$ cat config.mk
export PLATFORM = sky130hd
export DESIGN_NAME = pipeline_hazard_ctrl
export DESIGN_NICKNAME = d
export VERILOG_FILES = /design/src/rtl/pipeline_hazard_ctrl.sv
export SDC_FILE = /design/constraint.sdc
export NUM_CORES = 1
export LEC_CHECK = 0
export BUFFER_PORTS_ARGS = -buffer_cell sky130_fd_sc_hd__buf_2
export CORE_ASPECT_RATIO = 2
export CORE_MARGIN = 4
export CORE_UTILIZATION = 60
export CTS_BUF_LIST = sky130_fd_sc_hd__clkbuf_4 sky130_fd_sc_hd__clkbuf_8
export DETAILED_ROUTE_END_ITERATION = 10
export PLACE_DENSITY = 0.92
export REMOVE_ABC_BUFFERS = 1
export SETUP_SLACK_MARGIN = 0.3
export SLEW_MARGIN = 10
export SYNTH_ARGS = -nofsm -noshare
export SYNTH_HDL_FRONTEND = slang
export SYNTH_SLANG_ARGS = --single-unit
$ cat constraint.sdc
create_clock -name clk -period 4.2 [get_ports clk]
set_input_delay 0.42 -clock clk [delete_from_list [all_inputs] [get_ports clk]]
set_output_delay 0.42 -clock clk [all_outputs]
set_load 0.01 [all_outputs]
$ cat src/rtl/pipeline_hazard_ctrl.sv
// Hazard/sequencing controller for the MIPS-lite 5-stage pipeline: load-use stall, branch flush,
// EX forwarding selects, WB->ID bypass and HALT drain, driven by a shadow EX/MEM/WB scoreboard.
module pipeline_hazard_ctrl #(
  parameter int unsigned REGISTER_WIDTH = 5,
  parameter int unsigned OPCODE_WIDTH   = 6,
  parameter int unsigned CNT_WIDTH      = 16
) (
  input  logic                      clk,
  input  logic                      reset,
  input  logic                      id_valid,
  input  logic [OPCODE_WIDTH-1:0]   id_opcode,
  input  logic [REGISTER_WIDTH-1:0] id_rs,
  input  logic [REGISTER_WIDTH-1:0] id_rt,
  input  logic                      id_rs_used,
  input  logic                      id_rt_used,
  input  logic [REGISTER_WIDTH-1:0] id_dest,
  input  logic                      id_reg_write,
  input  logic                      ex_branch_taken,
  output logic                      stall,
  output logic                      flush,
  output logic [1:0]                fwd_a,
  output logic [1:0]                fwd_b,
  output logic                      bypass_a,
  output logic                      bypass_b,
  output logic                      halted,
  output logic [CNT_WIDTH-1:0]      stall_cycles,
  output logic [CNT_WIDTH-1:0]      flush_count
);

  localparam logic [OPCODE_WIDTH-1:0] OpLoad = OPCODE_WIDTH'(6'h0C);
  localparam logic [OPCODE_WIDTH-1:0] OpHalt = OPCODE_WIDTH'(6'h11);
  localparam logic [1:0] FwdNone = 2'b00;
  localparam logic [1:0] FwdMem  = 2'b01;
  localparam logic [1:0] FwdWb   = 2'b10;

  typedef struct packed {
    logic                      valid;
    logic [REGISTER_WIDTH-1:0] dest;
    logic                      reg_write;
    logic                      is_load;
  } entry_t;

  typedef enum logic [1:0] {StRun, StDrain, StHalted} state_e;

  entry_t ex_q, mem_q, wb_q, ex_d;
  state_e state_q, state_d;
  logic [1:0] drain_cnt_q, drain_cnt_d;
  logic [1:0] fwd_a_q, fwd_a_d, fwd_b_q, fwd_b_d;
  logic       halted_q;
  logic [CNT_WIDTH-1:0] stall_cnt_q, flush_cnt_q;

  function automatic logic reg_match(input entry_t e, input logic [REGISTER_WIDTH-1:0] src,
                                     input logic used);
    return used && e.valid && e.reg_write && (e.dest != '0) && (e.dest == src);
  endfunction

  logic ex_hit_a, ex_hit_b, mem_hit_a, mem_hit_b, wb_hit_a, wb_hit_b;
  logic load_use, enter;

  assign ex_hit_a  = reg_match(ex_q, id_rs, id_rs_used);
  assign ex_hit_b  = reg_match(ex_q, id_rt, id_rt_used);
  assign mem_hit_a = reg_match(mem_q, id_rs, id_rs_used);
  assign mem_hit_b = reg_match(mem_q, id_rt, id_rt_used);
  assign wb_hit_a  = reg_match(wb_q, id_rs, id_rs_used);
  assign wb_hit_b  = reg_match(wb_q, id_rt, id_rt_used);
  assign load_use  = id_valid && ex_q.is_load && (ex_hit_a || ex_hit_b);

  always_comb begin
    stall       = 1'b0;
    flush       = 1'b0;
    bypass_a    = 1'b0;
    bypass_b    = 1'b0;
    state_d     = state_q;
    drain_cnt_d = drain_cnt_q;
    if (reset) begin
      bypass_a = wb_hit_a;
      bypass_b = wb_hit_b;
      unique case (state_q)
        StRun: begin
          // A taken branch squashes the ID instruction, so it overrides any load-use stall.
          flush = ex_branch_taken;
          stall = load_use && !ex_branch_taken;
          if (id_valid && (id_opcode == OpHalt) && !flush && !stall) begin
            state_d     = StDrain;
            drain_cnt_d = 2'd0;
          end
        end
        StDrain: begin
          stall       = 1'b1;
          drain_cnt_d = drain_cnt_q + 2'd1;
          if (drain_cnt_q == 2'd2) state_d = StHalted;
        end
        StHalted: stall = 1'b1;
        default:  state_d = StRun;
      endcase
    end
  end

  assign enter = (state_q == StRun) && id_valid && !stall && !flush && (id_opcode != OpHalt);

  always_comb begin
    ex_d    = '0;
    fwd_a_d = FwdNone;
    fwd_b_d = FwdNone;
    if (enter) begin
      ex_d.valid     = 1'b1;
      ex_d.dest      = id_dest;
      ex_d.reg_write = id_reg_write;
      ex_d.is_load   = (id_opcode == OpLoad);
      // EX holds the youngest producer, so it is checked before MEM.
      fwd_a_d = ex_hit_a ? FwdMem : (mem_hit_a ? FwdWb : FwdNone);
      fwd_b_d = ex_hit_b ? FwdMem : (mem_hit_b ? FwdWb : FwdNone);
    end
  end

  always_ff @(posedge clk) begin
    if (!reset) begin
      ex_q        <= '0;
      mem_q       <= '0;
      wb_q        <= '0;
      state_q     <= StRun;
      drain_cnt_q <= 2'd0;
      fwd_a_q     <= FwdNone;
      fwd_b_q     <= FwdNone;
      halted_q    <= 1'b0;
      stall_cnt_q <= '0;
      flush_cnt_q <= '0;
    end else begin
      ex_q        <= ex_d;
      mem_q       <= ex_q;
      wb_q        <= mem_q;
      state_q     <= state_d;
      drain_cnt_q <= drain_cnt_d;
      fwd_a_q     <= fwd_a_d;
      fwd_b_q     <= fwd_b_d;
      halted_q    <= (state_q == StHalted);
      if (stall && (stall_cnt_q != '1)) stall_cnt_q <= stall_cnt_q + CNT_WIDTH'(1);
      if (flush && (flush_cnt_q != '1)) flush_cnt_q <= flush_cnt_q + CNT_WIDTH'(1);
    end
  end

  assign fwd_a        = fwd_a_q;
  assign fwd_b        = fwd_b_q;
  assign halted       = halted_q;
  assign stall_cycles = stall_cnt_q;
  assign flush_count  = flush_cnt_q;

endmodule

# Word level (Yosys, flattened, before mapping)
# Index checks and enable logic that the tools add are counted.
# totals
output_inout_bits	41
word_cells	109
inputBits	28
register_bits	63
# classes
n_eq_ne	16
muxes	16
n_bitwise	3
reduce_logical	52
add_sub_neg	3
# ops
operator	n
1-bit logical AND	36
16-bit by 1-bit adder with 16-bit output, second input constant	2
16-bit != test, second input constant	2
5-bit == test	6
5-bit nonzero test	3
2-bit two-way mux	5
8-bit two-way mux	1
1-bit two-way mux	7
6-bit by 4-bit == test with 1-bit output, second input constant	1
6-bit by 5-bit == test with 1-bit output, second input constant	1
6-bit by 5-bit != test with 1-bit output, second input constant	1
2-bit case mux with 3 select lines	1
3-bit OR reduction	2
2-bit == test, second input constant	2
1-bit zero test	4
2-bit != test, second input constant	2
2-bit case mux with 2 select lines	1
2-bit AND reduction	2
1-bit NOT	3
3-bit AND reduction	1
2-bit by 1-bit adder with 2-bit output, second input constant	1
2-bit by 1-bit == test with 1-bit output, second input constant	1
2-bit zero test	1
1-bit case mux with 2 select lines	1
other kinds (3)	3

# Longest topological paths before layout
# Gate-level depths: netlist of the first run.
# depth
ltp_word	15
mapped_depth	9
ltp_nobuf	8

# Worst setup path after synthesis of the first run
# No wires, ideal clock.
# synth_timing
path_type	reg2reg
startpoint	reg state_q[0]
endpoint	reg stall_cnt_q[11], in the netlist stall_cycles[11]
path_slack_ns	2.047
t_arrival_ns	2.021
stages_incl_launch_ff	9
required_time_ns	4.068
setup_ns	0.132
n_path_buf	0
cell_sequence	dfxtp_1 inv_1 ha_1 inv_1 nor4b_2 o2111ai_4 a2111oi_4 a21o_1 a21oi_1
# synth_between
elab_chain_cells	5
word_cells_on_any_way	7
classes_between	2 x eq/ne; 2 x mux; 3 x reduce/logical
# synth_lines
element	line_no	source
start, declared	46	state_e state_q, state_d;
start signal, assigned	121	state_q <= StRun;
start signal, assigned	132	state_q <= state_d;
2-bit == test or 2-bit by 1-bit == test with 1-bit output (tied branches)	78	unique case (state_q)
2-bit OR reduction (no source line)	n/a	
1-bit case mux with 2 select lines *	78	
1-bit two-way mux *	75	if (reset) begin
1-bit logical AND *	137	if (stall && (stall_cnt_q != '1)) stall_cnt_q <= stall_cnt_q + CNT_WIDTH'(1);
end signal, assigned	137	
end, declared	50	logic [CNT_WIDTH-1:0] stall_cnt_q, flush_cnt_q;
# Mark *: on every way between the ends. The rest lies on a longest branch, timed or not.
# A chain may end at the register's enable or synchronous reset.

# Worst setup path in the final report of the first run
# layout_timing
startpoint	reg state_q[1]
endpoint	reg stall_cnt_q[1], in the netlist stall_cycles[1]
# Same word-level chain as after synthesis.

==> results of run 1 <==
-- worst max-delay path, cell delays in order, from the launching register on --
cell and delay [ns]:
dfxtp_1 0.34, inv_1 0.11, ha_1 0.27, inv_1 0.11, nor4b_2 0.46, o2111ai_4 0.24
a21oi_2 0.54, mux2i_1 0.30, nor2_1 0.07
-- layout by cell type (no fill, tap or decap), types with 2 or more instances in the layout --
cell / Yosys / final
nand3b_1: 2 / 2
a211oi_1: 3 / 3
clkinvlp_4: 0 / 2
mux2i_1: 9 / 9
inv_2: 2 / 2
xor2_1: 27 / 27
and3_1: 6 / 6
and4_1: 3 / 3
nor4_1: 5 / 5
o311a_1: 2 / 2
a2111oi_1: 2 / 2
nand4_1: 14 / 14
buf_2: 0 / 68
a21o_1: 3 / 3
nor3_1: 7 / 7
clkbuf_8: 0 / 9
nor2_1: 30 / 30
and2_1: 23 / 23
nand2b_1: 5 / 5
ha_1: 7 / 7
inv_1: 11 / 11
nand3_1: 14 / 14
bufinv_16: 0 / 2
dfxtp_1: 63 / 63
clkinv_2: 0 / 2
xnor2_1: 19 / 19
nand2_1: 28 / 28
a21oi_1: 11 / 11
-- state kept, by name, indices dropped and copies added, names as in the netlist --
register,flops
drain_cnt_q,2
mem_q,7
state_q,2
wb_q,7
ex_q,8
fwd_b,2
fwd_a,2
stall_cycles,16
halted,1
flush_count,16
-- logic make-up after synthesis --
kind of cell             share of synthesized area
AND/OR/NAND/NOR                             0.2607
flip-flops                                  0.4211
XOR/XNOR                                    0.1345
AO/OA/AOI/OAI                              0.09816
buffers and inverters                      0.02632
multiplexers                               0.03008
adder cells (fa/ha/maj)                    0.02924
-- synth_stat cells, types with 2 or more instances --
cell / count / share of area
o311a_1: 2 / 0.0067
a21oi_1: 11 / 0.018
xor2_1: 27 / 0.079
nand3b_1: 2 / 0.0050
nor4_1: 5 / 0.010
and2_1: 23 / 0.048
nor3_1: 7 / 0.012
nand3_1: 14 / 0.023
a211oi_1: 3 / 0.0075
nand2_1: 28 / 0.035
inv_1: 11 / 0.014
nand2b_1: 5 / 0.010
a2111oi_1: 2 / 0.0067
clkbuf_1: 6 / 0.0075
inv_2: 2 / 0.0025
xnor2_1: 19 / 0.056
nor2_1: 30 / 0.038
nand4_1: 14 / 0.029
and3_1: 6 / 0.013
and4_1: 3 / 0.0088
dfxtp_1: 63 / 0.42
ha_1: 7 / 0.029
a21o_1: 3 / 0.0075
mux2i_1: 9 / 0.030
-- layout make-up --
type,count,area (um^2),share of cell area
inverters,13,48.80,0.01355
clock inverters,6,85.08,0.02363
repair buffers,69,347.8,0.09660
multi-input cells,244,1655,0.4597
flip-flops and latches,63,1261,0.3502
clock buffers,10,131.4,0.03648
well taps,57,71.32,0.01981
-- power by group through the flow --
| stage | logic (mW) | clock network (mW) | registers (mW) |
|---|---|---|---|
| floorplan | 0.0308 | 0 | 0.621 |
| global route | 0.0699 | 0.608 | 0.609 |
| CTS | 0.0638 | 0.583 | 0.609 |
| global placement | 0.0609 | 0 | 0.622 |
| finish | 0.0639 | 0.576 | 0.609 |
| detailed placement | 0.0635 | 0 | 0.622 |
-- stage by stage --
step | utilization | hold WS, ns
3_5_place_dp | 0.6957 | 0.4469
5_1_grt | 0.7402 | 0.2683
2_1_floorplan | - | 0.4296
6_report | 0.7402 | 0.2739
3_3_place_gp | 0.6957 | 0.4385
4_1_cts | 0.7402 | 0.2656
-- metal layers --
metal	vias up	wire length, um	GRT usage
met3	21	338	0.05882
li1	1274	-	-
met4	0	231	0.1360
met1	1268	2592	0.2244
met5	-	0	0
met2	81	4365	0.4838
-- worst paths after layout --
check	startpoint	to	slack (ns)	cells after the start
worst min register to register	mem_q[1]	wb_q[1]	0.46	1
worst max register to register	state_q[1]	stall_cycles[1]	1.64	8
worst max-delay path	state_q[1]	stall_cycles[1]	1.64	8
worst min-delay path	id_dest[0]	ex_q[2]	0.27	2
==> metrics, run 1 <==
ys async rst share=0; ys flop type=dfxtp_1; Crit Path Max Fanout=13; Mapped Cells=327; worst setup margin=1.637 ns; # port buffers=just under 70; GPL Wtd Cong=0.9668; CTS Sinks=63; drc violations=0; DIE HEIGHT=107.9 um; Clk pwr share=0.461; CTS Buffer Depth=2; Resized cells post-CTS=0; setup violators final=0; drt via density=5.723; Pre-antenna DRT Iters=4; Setup Skew=0.007937 ns; largest net degree at the start of global routing=33; Site Rows=36; CTS hold repair buffers=0; Final Max Slew Viols=0; sequential share of power=0.488; post-CTS setup buffer count=0; mapped cell area=between 2000 and 3000 um^2; CTS tree=done; mean post-synth cell area=9.160 um^2; Slew HR=0.5992; DRT iter0 DRCs=104; Root Driver=clkbuf_8; filler instances=385; detailed-route wire length=around 7.5 mm; Final TNS setup=0 ns; Overall Power=1.248 mW; WL per Instance=16.29 um; Lkg Pwr=~1.6 nW; CTS buffer count=9; Final #Nets=435; first-pass GRT wire length=11.81 mm; Comb power frac=0.051; Synth-to-Final Area Change=20.22%; DP Cell Count=446; Yosys Warn Count=0; Clock Latency Late Sink=~0.35 ns; EDFF count, synth=0; CP endpoint kind=flip-flop; peak supply drop=0.0004351 V; design area=3601 um^2; vias in the first global route=around 2600; Ant. Diodes=0; final hold vios=0; worst-margin pin slew=0.6012 ns; CP required=4.41 ns; Max Cap Viol=0; gr ovfl total=0; Seq/Total Area, Yosys=0.4211; RSZ-0062 raised after global routing=no; power per cell area=346.7 nW/um^2; post-synthesis cell type count=49; die width=around 58 um; outcome=completed; GRT Util Overall=0.2498; Cell Count, Final, Fillers Out=462; Hold WC Path Type=in -> reg; post-DP HPWL=5.669 mm; initial antenna violation count=0; post-route minimum period=between 2 and 3 ns; Synth Register Bits=63; I/O Pins=between 60 and 70; core footprint=between 4000 and 5000 um^2; switching share of power=0.2235; startpoint class of the critical path=flip-flop; starting density of the core=0.6157; Area after DPL=roughly 3400 um^2; CP Class=reg -> reg; Post-DRT Antenna Nets=0; fmax=0.3901 GHz; H-tree depth=3; Worst-path clk slew=about 0.07 ns; share of cells above drive strength 1=0.2346; total number of vias=2644; fin crit share=0.6103; Arr. time, crit path=2.77 ns; Internal Power=just under 1 mW; Die ar.=6255 um^2; pre-CTS setup slack=1.367 ns; P_sw=0.2790 mW
(Power assumes the default switching activity.)
==> run 2: changes to the inputs <==
--- a/config.mk
+++ b/config.mk
@@ -8,10 +8,10 @@
 export BUFFER_PORTS_ARGS = -buffer_cell sky130_fd_sc_hd__buf_2
 export CORE_ASPECT_RATIO = 2
 export CORE_MARGIN = 4
-export CORE_UTILIZATION = 60
+export CORE_UTILIZATION = 50
 export CTS_BUF_LIST = sky130_fd_sc_hd__clkbuf_4 sky130_fd_sc_hd__clkbuf_8
 export DETAILED_ROUTE_END_ITERATION = 10
-export PLACE_DENSITY = 0.92
+export PLACE_DENSITY = 0.82
 export REMOVE_ABC_BUFFERS = 1
 export SETUP_SLACK_MARGIN = 0.3
 export SLEW_MARGIN = 10
==> constraint.sdc (replaced) <==
create_clock -name clk -period 2.22 [get_ports clk]
set_input_delay 0.222 -clock clk [delete_from_list [all_inputs] [get_ports clk]]
set_output_delay 0.222 -clock clk [all_outputs]
set_load 0.01 [all_outputs]
==> run 2 against run 1 <==
Net effect: combinational power rose by 130%; flip-flop and latch count did not move; non-clock buffer count rose by 22; critical path depth shrank 2; global-route usage down 3.8 points; design area rose by 12%; sequential power is 89% higher; sequential share of layout area down 3.5 points; via count rose by 3.9%; core utilization is 3.9 points lower; final cell count increased by 5.6%; register-to-register slack lost 1.6 ns.
==> metrics, run 2 (same netlist as run 1, synthesis figures left out) <==
Synth-to-Final Area Change=34.84%; DIE HEIGHT=117.5 um; Min-Delay Path Depth=2; fin util=0.7014; Arr. time, crit path=1.96 ns; filler instances=between 400 and 500; WL per Instance=roughly 16 um; CTS buffer count=9; Setup Skew=0.006102 ns; post-route minimum period=2.187 ns; startpoint class of the critical path=flip-flop; Root Driver=clkbuf_8; drt via density=5.631; die width=about 63 um; Overall Power=about 2.5 mW; power per cell area=620.6 nW/um^2; Lkg Pwr=1.749 nW; CTS Buffer Depth=2; fin crit share=0.9851; worst r2r path cells=8; top layer in use=met4; commonest non-fill, non-tap cell in the layout=buf_2; RSZ-0062 raised after global routing=yes; design area=4039 um^2; Site Rows=39; met3 WL=439 um; share of cells above drive strength 1=0.3677; Pre-antenna DRT Iters=4; WP buf/inv=1; CTS tree=done; H-tree depth=3; Slew HR=0.5828; Hold WC Path Type=in -> reg; total number of vias=between 2000 and 3000; DP Cell Count=457; core footprint=5758 um^2; worst-margin pin slew=0.6210 ns; post-DP HPWL=around 5.3 mm; gr ovfl total=0; Cell Count, Final, Fillers Out=slightly below 500; Worst-path clk slew=0.07 ns; Final #Nets=457; fmax=0.4573 GHz; largest net degree at the start of global routing=29; GPL Wtd Cong=0.8976; I/O Pins=a little under 70; most frequent cells in the layout=buf_2 (68), dfxtp_1 (57), nor2_1 (28); M1 WL=between 2 and 3 mm; family with the most delay on the worst path=simple AND/OR/NAND/NOR gates; Clock Latency Late Sink=between 0.3 and 0.4 ns; Final Max Slew Viols=0; CP Class=reg -> out; final hold vios=0; slowest CP cell=or3_4; Ant. Diodes=0; Area after DPL=roughly 3400 um^2; detailed-route wire length=between 7 and 8 mm; CP Depth=6; drc violations=0; CTS hold repair buffers=0; CP required=2.00 ns; Max Cap Viol=0; max incr delay on CP=0.37 ns; Min Hold Slack=0.07148 ns; Post-DRT Antenna Nets=0; starting density of the core=0.5202; CP endpoint kind=output pin; Crit Path Max Fanout=5; DRT iter0 DRCs=between 100 and 150; setup violators final=0; CTS Sinks=63; crit-path cells=or3_4 -> o311a_1 -> and2_4 -> o2111ai_4 -> nand2_1 -> buf_2; vias in the first global route=2681; # port buffers=68; GRT Util Overall=0.2116; first-pass GRT wire length=between 10 and 15 mm; peak supply drop=0.0005986 V; Die ar.=7368 um^2; outcome=completed; initial antenna violation count=0; met2 wire length=around 4.4 mm
[run 2: cell count changes in the layout (fill, tap and decap cells not counted), moves of 3 or more]
| cell | previous run | this run |
|---|---|---|
| buf_4 | 1 | 18 |
| dfxtp_1 | 63 | 57 |
| buf_6 | 0 | 5 |
| dfxtp_2 | 0 | 4 |
| nand2_1 | 28 | 24 |
| nand2_2 | 0 | 4 |
| nor3_1 | 7 | 3 |
| nor3_2 | 0 | 4 |
| and3_1 | 6 | 3 |
| and3_4 | 0 | 3 |
[run 2: path summary, 6_finish.rpt]
path / startpoint / to / slack, ns
hold / removal: id_dest[4] / ex_q[6] / 0.07
setup reg to reg: ex_q[6] / stall_cycles[7] / 0.06
setup / recovery: ex_q[3] / stall / 0.03
hold reg to reg: mem_q[1] / wb_q[1] / 0.45
[run 2: layer usage]
metal  vias up  track usage
met3        26      0.05253
met2        98       0.3886
met4         0       0.1383
met1      1303       0.2016
met5         -            0
li1       1321            -
[run 2: area by class of cell]
class                      instances  area [um^2]  share of cell area
clock buffer                      10        131.4             0.03253
clock inverter                     6        108.9             0.02695
inverter                          13        51.30             0.01270
multi-input combinational        244         1866              0.4619
sequential                        63         1274              0.3154
tap                               61        76.32             0.01890
timing repair buffer              91        531.8              0.1317
[run 2: report_power, final]
part,internal (mW),leakage (nW),switching (mW),total (mW)
Combinational,0.0684,1.11,0.0817,0.150
Sequential,1.14,0.512,0.0110,1.15
Clock,0.756,0.124,0.451,1.21
Total,1.96,1.75,0.544,2.51
[run 2: metrics by stage]
| step | worst slack, ns | TNS [ns] |
|---|---|---|
| global route | -0.1206 | -1.518 |
| global placement | 0.02898 | 0 |
| detailed placement | -0.05700 | -0.1574 |
| finish | 0.03308 | 0 |
| CTS | 0.06977 | 0 |
| floorplan | 0.03576 | 0 |
[run 2: what timing repair did]
action                     in CTS  in global routing
cloned                          1                  0
gates resized for setup        29                 30
pin swaps                      16                 18
setup endpoints to repair      34                 47
buffers inserted                8                  6
[run 2: worst reg2reg max path, delay by kind of cell (launching register included)]
family	cells	cell delay, ns
flip-flops	1	0.37
AO/OA/AOI/OAI	4	0.72
XOR/XNOR	1	0.15
buffers and inverters	1	0.19
AND/OR/NAND/NOR	2	0.61
==> run 3: changes to the inputs <==
--- a/config.mk
+++ b/config.mk
@@ -6,12 +6,14 @@
 export NUM_CORES = 1
 export LEC_CHECK = 0
 export BUFFER_PORTS_ARGS = -buffer_cell sky130_fd_sc_hd__buf_2
+export CELL_PAD_IN_SITES_DETAIL_PLACEMENT = 0
+export CELL_PAD_IN_SITES_GLOBAL_PLACEMENT = 1
 export CORE_ASPECT_RATIO = 2
 export CORE_MARGIN = 4
-export CORE_UTILIZATION = 50
+export CORE_UTILIZATION = 38
 export CTS_BUF_LIST = sky130_fd_sc_hd__clkbuf_4 sky130_fd_sc_hd__clkbuf_8
 export DETAILED_ROUTE_END_ITERATION = 10
-export PLACE_DENSITY = 0.82
+export PLACE_DENSITY = 0.83
 export REMOVE_ABC_BUFFERS = 1
 export SETUP_SLACK_MARGIN = 0.3
 export SLEW_MARGIN = 10
==> run 3 against run 2 <==
Net effect: combinational power is 4% lower; clock power is 16% lower; non-clock buffer count is 2 lower; sequential share of layout area is 0.43 points higher; critical path depth stayed put; first-iteration DRC count is 54% lower; final cell count is 6.4% higher; flip-flop and latch count stayed put; via count is 3.6% lower; highest routed layer unchanged; critical endpoint unchanged; clock-buffer cell count is 1 higher; setup slack better by 0.098 ns; design area is 1.1% lower.
==> metrics, run 3 (same netlist as run 1, synthesis figures left out) <==
CP Class=reg -> out; FF-to-FF setup slack=0.14 ns; Internal Power=roughly 1.8 mW; Die ar.=9453 um^2; total number of vias=2649; Final TNS setup=0 ns; Comb power frac=0.062; Pre-antenna DRT Iters=4; startpoint class of the critical path=flip-flop; CTS Sinks=63; Setup Skew=about 0.011 ns; GPL Wtd Cong=about 0.81; Arr. time, crit path=1.87 ns; DP Cell Count=a little under 500; Site Rows=45; DIE HEIGHT=133.6 um; sequential share of power=0.497; # port buffers=slightly below 70; Final #Nets=455; power per cell area=579.7 nW/um^2; post-DP HPWL=slightly below 6 mm; largest net degree at the start of global routing=29; Post-DRT Antenna Nets=0; detailed-route wire length=7.709 mm; CTS Buffer Depth=2; Ant. Diodes=0; peak supply drop=0.0004474 V; CTS buffer count=9; Lkg Pwr=1.764 nW; die width=a little over 70 um; switching share of power=0.2302; CP required=around 2.0 ns; RSZ-0062 raised after global routing=yes; WL per Instance=about 15 um; vias in the first global route=2754; Synth-to-Final Area Change=33.29%; outcome=completed; most frequent cells in the layout=buf_2 (68), dfxtp_1 (55), nor2_1 (30); P_sw=~0.53 mW; commonest non-fill, non-tap cell in the layout=buf_2; I/O Pins=69; DRT iter0 DRCs=between 50 and 60; H-tree depth=3; final hold vios=0; fmax=~0.48 GHz; CP endpoint kind=output pin; drt via density=5.104; GRT Util Overall=0.1678; Clock Latency Late Sink=around 0.34 ns; Max Cap Viol=0; Clk pwr share=0.441; worst-margin pin slew=between 0.4 and 0.5 ns; initial antenna violation count=0; Worst-path clk slew=0.07 ns; Final Max Slew Viols=0; core footprint=7657 um^2; share of cells above drive strength 1=0.3553; starting density of the core=0.3912; Hold WC Path Type=in -> reg; setup violators final=0; gr ovfl total=0; post-route minimum period=2.089 ns; first-pass GRT wire length=12.58 mm; Slew HR=0.6811; filler instances=722; drc violations=0; Cell Count, Final, Fillers Out=between 500 and 600; fin crit share=0.9409; Root Driver=clkbuf_8; CTS tree=done; Overall Power=between 2 and 2.5 mW; Crit Path Max Fanout=5
[run 3: cell count changes in the layout (fill, tap and decap cells not counted), moves of 2 or more]
cell / change
buf_4: -3
nand2_2: -3
nand2_4: +3
a2111oi_2: +2
a2111oi_4: -2
bufinv_16: -2
clkbuf_8: +2
dfxtp_1: -2
dfxtp_2: +2
nor2_1: +2
nor2_2: -2
[run 3: power groups by stage]
stage	sequential, mW	clock (mW)	combinational [mW]
global placement	1.18	0	0.125
detailed placement	1.18	0	0.126
CTS	1.15	1.05	0.136
global route	1.15	1.10	0.160
floorplan	1.17	0	0.0582
finish	1.15	1.02	0.144
[run 3: path summary, 6_finish.rpt]
check	start	endpoint	depth (start not counted)
worst max-delay path	ex_q[6]	stall	6
worst min-delay path	id_dest[1]	ex_q[3]	2
worst max register to register	ex_q[6]	stall_cycles[11]	7
worst min register to register	mem_q[1]	wb_q[1]	1
[run 3: timing repair]
| item | in CTS | in global routing |
|---|---|---|
| hold buffers | 0 | 0 |
| setup endpoints to repair | 31 | 47 |
| resized for setup | 24 | 31 |
| cloned | 0 | 0 |
| pin swaps | 19 | 14 |
| buffers inserted | 7 | 4 |
[run 3: per-layer routing]
layer | global-route usage | up-vias | wire length [um]
met5 | 0 | - | 0
met4 | 0.09833 | 0 | 263
met3 | 0.04154 | 19 | 379
met2 | 0.3144 | 70 | 4394
met1 | 0.1586 | 1242 | 2671
li1 | - | 1318 | -
[run 3: stage by stage]
step | setup WS [ns] | utilization | cell area (um^2) | hold WS [ns]
floorplan | 0.03576 | - | 2965 | 0.3437
global placement | 0.01255 | 0.4569 | 3498 | 0.4244
detailed placement | -0.02728 | 0.4569 | 3498 | 0.4265
CTS | 0.05150 | 0.5010 | 3836 | 0.05851
global route | -0.01594 | 0.5214 | 3993 | 0.06129
finish | 0.1312 | 0.5214 | 3993 | 0.07558
[run 3: critical path: stages, from the launching register on]
cell and delay, ns:
dfxtp_4 0.37, xor2_2 0.14, nor4_2 0.33, and3_4 0.27, o2111ai_4 0.16, nand2_1 0.11
buf_2 0.14
[run 3: area by class of cell]
class,instances,area [um^2],area share
multi-input combinational,244,1819,0.4557
sequential,63,1276,0.3196
timing repair buffer,89,520.5,0.1304
clock buffer,11,151.4,0.03792
tap,94,117.6,0.02946
clock inverter,5,56.30,0.01410
inverter,13,51.30,0.01285
